==> config.mk <==
export PLATFORM = sky130hd
export DESIGN_NAME = ifetch
export DESIGN_NICKNAME = d
export VERILOG_FILES = /design/src/rtl/ifetch.sv
export SDC_FILE = /design/constraint.sdc
export NUM_CORES = 1
export LEC_CHECK = 0
export CORE_MARGIN = 10
export CORE_UTILIZATION = 49
export DETAILED_ROUTE_END_ITERATION = 16
export MAX_ROUTING_LAYER = met4
export PLACE_DENSITY = 0.78
export SLEW_MARGIN = 0
export SYNTH_ARGS = -nofsm -noshare
export SYNTH_HDL_FRONTEND = slang
export SYNTH_SLANG_ARGS = --single-unit
==> constraint.sdc <==
create_clock -name clk -period 4.2 [get_ports clk]
set_clock_uncertainty 0.2 [all_clocks]
set_input_delay 0.42 -clock clk [delete_from_list [all_inputs] [get_ports clk]]
set_output_delay 0.42 -clock clk [all_outputs]
set_load 0.01 [all_outputs]
==> src/rtl/ifetch.sv <==
// Instruction fetch stage: program counter, imem req/ack port, small {word, pc} queue toward decode.
// Define IFETCH_PREFETCH_EN for a two-entry queue with back-to-back fetch; otherwise one entry.
module ifetch #(
    parameter logic [31:0] RESET_PC = 32'h0000_0000
) (
    input  logic        clk,
    input  logic        reset,
    input  logic [1:0]  ctl_pc_src,
    input  logic        ex_valid,
    input  logic [31:0] ex_pc,
    input  logic [15:0] br_imm16,
    input  logic [31:0] br_reg,
    output logic [31:0] pc_link,
    output logic        imem_req,
    output logic [31:0] imem_addr,
    input  logic        imem_ack,
    input  logic [31:0] imem_rdata,
    output logic        ir_valid,
    input  logic        ir_ready,
    output logic [31:0] ir,
    output logic [31:0] ir_pc
);

    // state | meaning
    // IDLE  | no request outstanding; waits for a free queue slot or a redirect
    // REQ   | request to imem_addr outstanding; ack pushes into the queue
    // DROP  | stale request outstanding after a redirect; its data is discarded

`ifdef IFETCH_PREFETCH_EN
    localparam int DEPTH = 2;
`else
    localparam int DEPTH = 1;
`endif
    localparam logic [1:0] DEPTH_C = 2'(DEPTH);
    localparam logic [31:0] RESET_PC_W = {RESET_PC[31:2], 2'b00};

    typedef enum logic [1:0] {
        S_IDLE = 2'd0,
        S_REQ  = 2'd1,
        S_DROP = 2'd2
    } state_t;

    state_t      state;
    state_t      state_next;
    logic [31:0] fetch_pc;
    logic [31:0] fetch_pc_next;
    logic [31:0] req_addr;
    logic [31:0] req_addr_next;
    logic [1:0]  count;
    logic [1:0]  count_next;
    logic [1:0]  wr_idx;
    logic [31:0] word_q [DEPTH];
    logic [31:0] pc_q   [DEPTH];

    logic        redirect;
    logic        push;
    logic        pop;
    logic        has_space;
    logic [31:0] imm_off;
    logic [31:0] target_imm;
    logic [31:0] target;
    logic [3:0]  unused_bits;

    assign pc_link    = ex_pc + 32'd4;
    assign imm_off    = {{14{br_imm16[15]}}, br_imm16, 2'b00};
    assign target_imm = pc_link + imm_off;
    assign redirect   = ex_valid && (ctl_pc_src == 2'b01 || ctl_pc_src == 2'b10);
    assign target     = (ctl_pc_src == 2'b10) ? {br_reg[31:2], 2'b00}
                                              : {target_imm[31:2], 2'b00};
    assign unused_bits = {br_reg[1:0], target_imm[1:0]};

    // A flush cancels both the pop and any push from this cycle.
    assign pop  = (count != 2'd0) && ir_ready && !redirect;
    assign push = (state == S_REQ) && imem_ack && !redirect;

    always_comb begin
        count_next = count;
        if (redirect) begin
            count_next = 2'd0;
        end else begin
            count_next = count + 2'(push) - 2'(pop);
        end
    end

    assign has_space = (count_next < DEPTH_C);
    assign wr_idx    = count - 2'(pop);

    always_comb begin
        state_next    = state;
        fetch_pc_next = fetch_pc;
        req_addr_next = req_addr;
        case (state)
            S_IDLE: begin
                if (redirect) begin
                    state_next    = S_REQ;
                    fetch_pc_next = target;
                    req_addr_next = target;
                end else if (has_space) begin
                    state_next    = S_REQ;
                    req_addr_next = fetch_pc;
                end
            end
            S_REQ: begin
                if (redirect) begin
                    fetch_pc_next = target;
                    if (imem_ack) begin
                        state_next    = S_REQ;
                        req_addr_next = target;
                    end else begin
                        state_next = S_DROP;
                    end
                end else if (imem_ack) begin
                    fetch_pc_next = req_addr + 32'd4;
                    if (has_space) begin
                        state_next    = S_REQ;
                        req_addr_next = req_addr + 32'd4;
                    end else begin
                        state_next = S_IDLE;
                    end
                end
            end
            S_DROP: begin
                // The stale word is thrown away; the newest target is fetched once it returns.
                if (redirect) begin
                    fetch_pc_next = target;
                end
                if (imem_ack) begin
                    state_next    = S_REQ;
                    req_addr_next = redirect ? target : fetch_pc;
                end
            end
            default: begin
                state_next = S_IDLE;
            end
        endcase
    end

    always_ff @(posedge clk) begin
        if (reset) begin
            state    <= S_IDLE;
            fetch_pc <= RESET_PC_W;
            req_addr <= RESET_PC_W;
            count    <= 2'd0;
            for (int i = 0; i < DEPTH; i++) begin
                word_q[i] <= 32'd0;
                pc_q[i]   <= 32'd0;
            end
        end else begin
            state    <= state_next;
            fetch_pc <= fetch_pc_next;
            req_addr <= req_addr_next;
            count    <= count_next;
            if (pop) begin
                for (int i = 0; i < DEPTH - 1; i++) begin
                    word_q[i] <= word_q[i + 1];
                    pc_q[i]   <= pc_q[i + 1];
                end
            end
            if (push) begin
                for (int i = 0; i < DEPTH; i++) begin
                    if (wr_idx == 2'(i)) begin
                        word_q[i] <= imem_rdata;
                        pc_q[i]   <= req_addr;
                    end
                end
            end
        end
    end

    assign imem_req  = (state == S_REQ) || (state == S_DROP);
    assign imem_addr = req_addr;
    assign ir_valid  = (count != 2'd0);
    assign ir        = word_q[0];
    assign ir_pc     = pc_q[0];

endmodule
==> key figures <==
Synth
  – Syn Nets: 1208
  – Synth unique cells: 82
  – Syn avg cell area: 8.65 sq um
  – Asr flop ratio synth: 0
  – Share of the synthesized area in the top cell type: 0.212
  – Post-Synthesis Cells: 1048
  – Yosys Warn Count: 0
  – Seq cells post-synth: 132
  – Synthesized cell area: 9070 sq um
  – Main area contributors after synthesis: edfxtp_1 21%, dfxtp_1 15%, ha_1 5.5%, and2_1 4.6%, nor2_1 4.5%
  – Top cells by count, synth: 109 x nor2_1, 80 x nand2_1, 68 x dfxtp_1, 66 x and2_1, 64 x edfxtp_1
  – Seq/Total Area, Yosys: 0.362
  – Synth area leader: edfxtp_1
  – Synth Flop Type: dfxtp_1
  – Top-count cell post-synth: nor2_1
  – EDFF count, synth: 64

Clocking
  – Gates resized, CTS repair: 0
  – Cts hold-fix bufs: 0
  – Worst-Skew Late Latency: 0.42 ns
  – CTS clk-pin slew, worst paths: 0.06 ns
  – TritonCTS clock tree: done
  – CTS buffer count: 17
  – Clock Sinks: 132
  – Postcts setup bufs: 0
  – Root buf cell: clkbuf_16
  – CTS H-Tree Depth: 4
  – Clk buf depth: 2

Timing
  – Worst slew margin: 0.415
  – Fmax: 256 MHz
  – Period minus WS final: 3.90 ns
  – Period utilization: 0.929
  – Final hold vios: 0
  – Unrepaired setup endpoints after global routing: false
  – Slack of the critical path: 0.300 ns
  – Least-Margin Pin Slew: 0.871 ns
  – Hold Slack: 0.273 ns
  – Setup TNS: 0 ns
  – Final setup fails: 0
  – Final slew viol count: 0

Worst hold path
  – Hold Path Class: register to register
  – Worst hold path depth: 2
  – Endpoint, Worst Hold: fetch_pc[18]
  – Worst Min Path Start: fetch_pc[18]

Die
  – DIE HEIGHT: 156 microns
  – Top Ports: 249
  – Die area: 24300 sq um
  – CORE AREA: 18100 sq um
  – Die W: 156 microns
  – # rows: 49
  – Initial Util: 0.501

Worst setup path
  – Worst path top cell family by delay: simple AND/OR/NAND/NOR gates
  – RR Endpoint: imem_addr[10]
  – Critical path peak fanout: 6
  – Buf/Inv on CP: 1
  – CP peak stage delay: 0.52 ns
  – R2R setup slack: 0.99 ns
  – Critical path class: primary input to register
  – Worst path cell trace: clkdlybuf4s50_1 > and4_1 > nand3_1 > nor2_1 > and2_1 > and3_1 > nand2_1 > xnor2_1 > ha_1 > and2_0 > and3_1 > nor3_1 > a21oi_1 > o21ai_0 > or3_1 > a311oi_2
  – CP startpoint kind: primary input
  – Crit path DAT: 4.01 ns
  – CP max stage cell: clkdlybuf4s50_1
  – Req. time, crit path: 4.31 ns
  – CP Capture Type: register
  – Crit-path most repeated cell: and3_1
  – Worst reg-to-reg path cell count: 14
  – FF-to-FF Start: count[1]

Placed design
  – GPL Wtd Cong: 0.934
  – Post-DP HPWL: 23000 microns
  – PortBufs: 242
  – Placed cell count: 1549
  – Placed instance area: 12200 sq um
  – Dpl ws: -0.0995 ns

Final layout
  – Design area: 12800 sq um
  – FILL cells: 1445
  – Layout Utilization: 0.707
  – Final #Nets: 1499
  – Share of cells above drive strength 1: 0.118
  – Area of the multi-input gates: 5430 sq um
  – Sequential cell area: 3280 sq um
  – Area Overhead vs Synth: 41.0%
  – Non-filler instance count after layout: 1581

Route
  – Post-DRT Antenna Nets: 0
  – Post-Route WL: 29400 microns
  – Drt pass-1 iters: 8
  – DRC: 0
  – Number of DRC markers in iteration 0: 696
  – Vias per std cell: 5.77
  – Per-cell routed wire length: 18.6 microns
  – Via count: 9122

Power and ir drop
  – VDD IR max: 0.314 mV
  – PD cells: 473 nW/um^2
  – Lkg Pwr: 4.95 nW
  – Power, Total: 6.05 mW

GRT
  – Largest net degree at the start of global routing: 61
  – Total GRT Usage: 0.240
  – First-pass GRT wire length: 46300 microns
  – Initial antenna violation count: 1
  – Grt total ovfl: 0
  – Vias in the first global route: 8715

Run
  – Max_cap viols: 0

Run status
  – Status: finished clean
## worst max-delay path by stage
stage                        from            end  slack (ns)  depth (start not counted)
floorplan           ctl_pc_src[0]  imem_addr[10]        0.26                         19
finish                  ex_pc[11]   fetch_pc[24]        0.30                         16
global route             ex_pc[3]   fetch_pc[25]       0.004                         15
detailed placement       ex_pc[3]  imem_addr[29]        -0.1                         16
CTS                     ex_pc[11]   fetch_pc[24]        0.27                         16
global placement         ex_pc[3]  imem_addr[29]       -0.02                         16
## flip-flops by register name, summed over array words and instances (netlist names)
register and flops:
imem_addr 32, fetch_pc 32, count 2, word_q 32, pc_q 32, state 2
## per-layer routing
metal / GRT usage / wire, microns / vias to the layer above
li1: - / - / 4449
met1: 0.300 / 12800 / 4190
met2: 0.375 / 13000 / 440
met3: 0.0703 / 3070 / 43
met4: 0.0594 / 539 / 0
met5: - / 0 / -
## cells in the final DEF, fill, tap and decap left out, types with 44 or more instances in the layout
master / instances
dfxtp_1: 68
a21oi_1: 59
edfxtp_1: 64
nor2_1: 108
o21ai_0: 44
nand3_1: 45
buf_4: 89
nand2_1: 79
clkdlybuf4s50_1: 241
and2_1: 66
## worst register-to-register path, delay by kind of cell, from the launching register on
family | cells | cell delay, ns
adder cells (fa/ha/maj) | 2 | 0.46
buffers and inverters | 3 | 0.42
XOR/XNOR | 2 | 0.27
flip-flops | 1 | 0.33
AND/OR/NAND/NOR | 2 | 0.50
AO/OA/AOI/OAI | 5 | 0.87
## final cells by class
cell class,instances,area share
antenna,1,0.000196
clock buffer,17,0.0333
clock inverter,14,0.0110
inverter,24,0.00704
multi-input combinational,831,0.425
sequential,132,0.257
tap,229,0.0224
timing repair buffer,333,0.244
## where the power goes
part / switching (mW) / leakage (nW) / internal [mW]
clock network: 0.544 / 0.278 / 0.864
logic: 1.43 / 3.44 / 1.24
registers: 0.297 / 1.23 / 1.68
## cells by family (layout without fill, tap and decap cells)
group | after synthesis | in the layout | synth area share
AND/OR/NAND/NOR | 431 | 431 | 0.240
multiplexers | 9 | 9 | 0.0104
flip-flops | 132 | 132 | 0.362
adder cells (fa/ha/maj) | 41 | 41 | 0.0574
AO/OA/AOI/OAI | 276 | 276 | 0.216
XOR/XNOR | 74 | 74 | 0.0715
other | 0 | 1 | 0
buffers and inverters | 85 | 388 | 0.0424
Power figures use the tool's default switching activity.
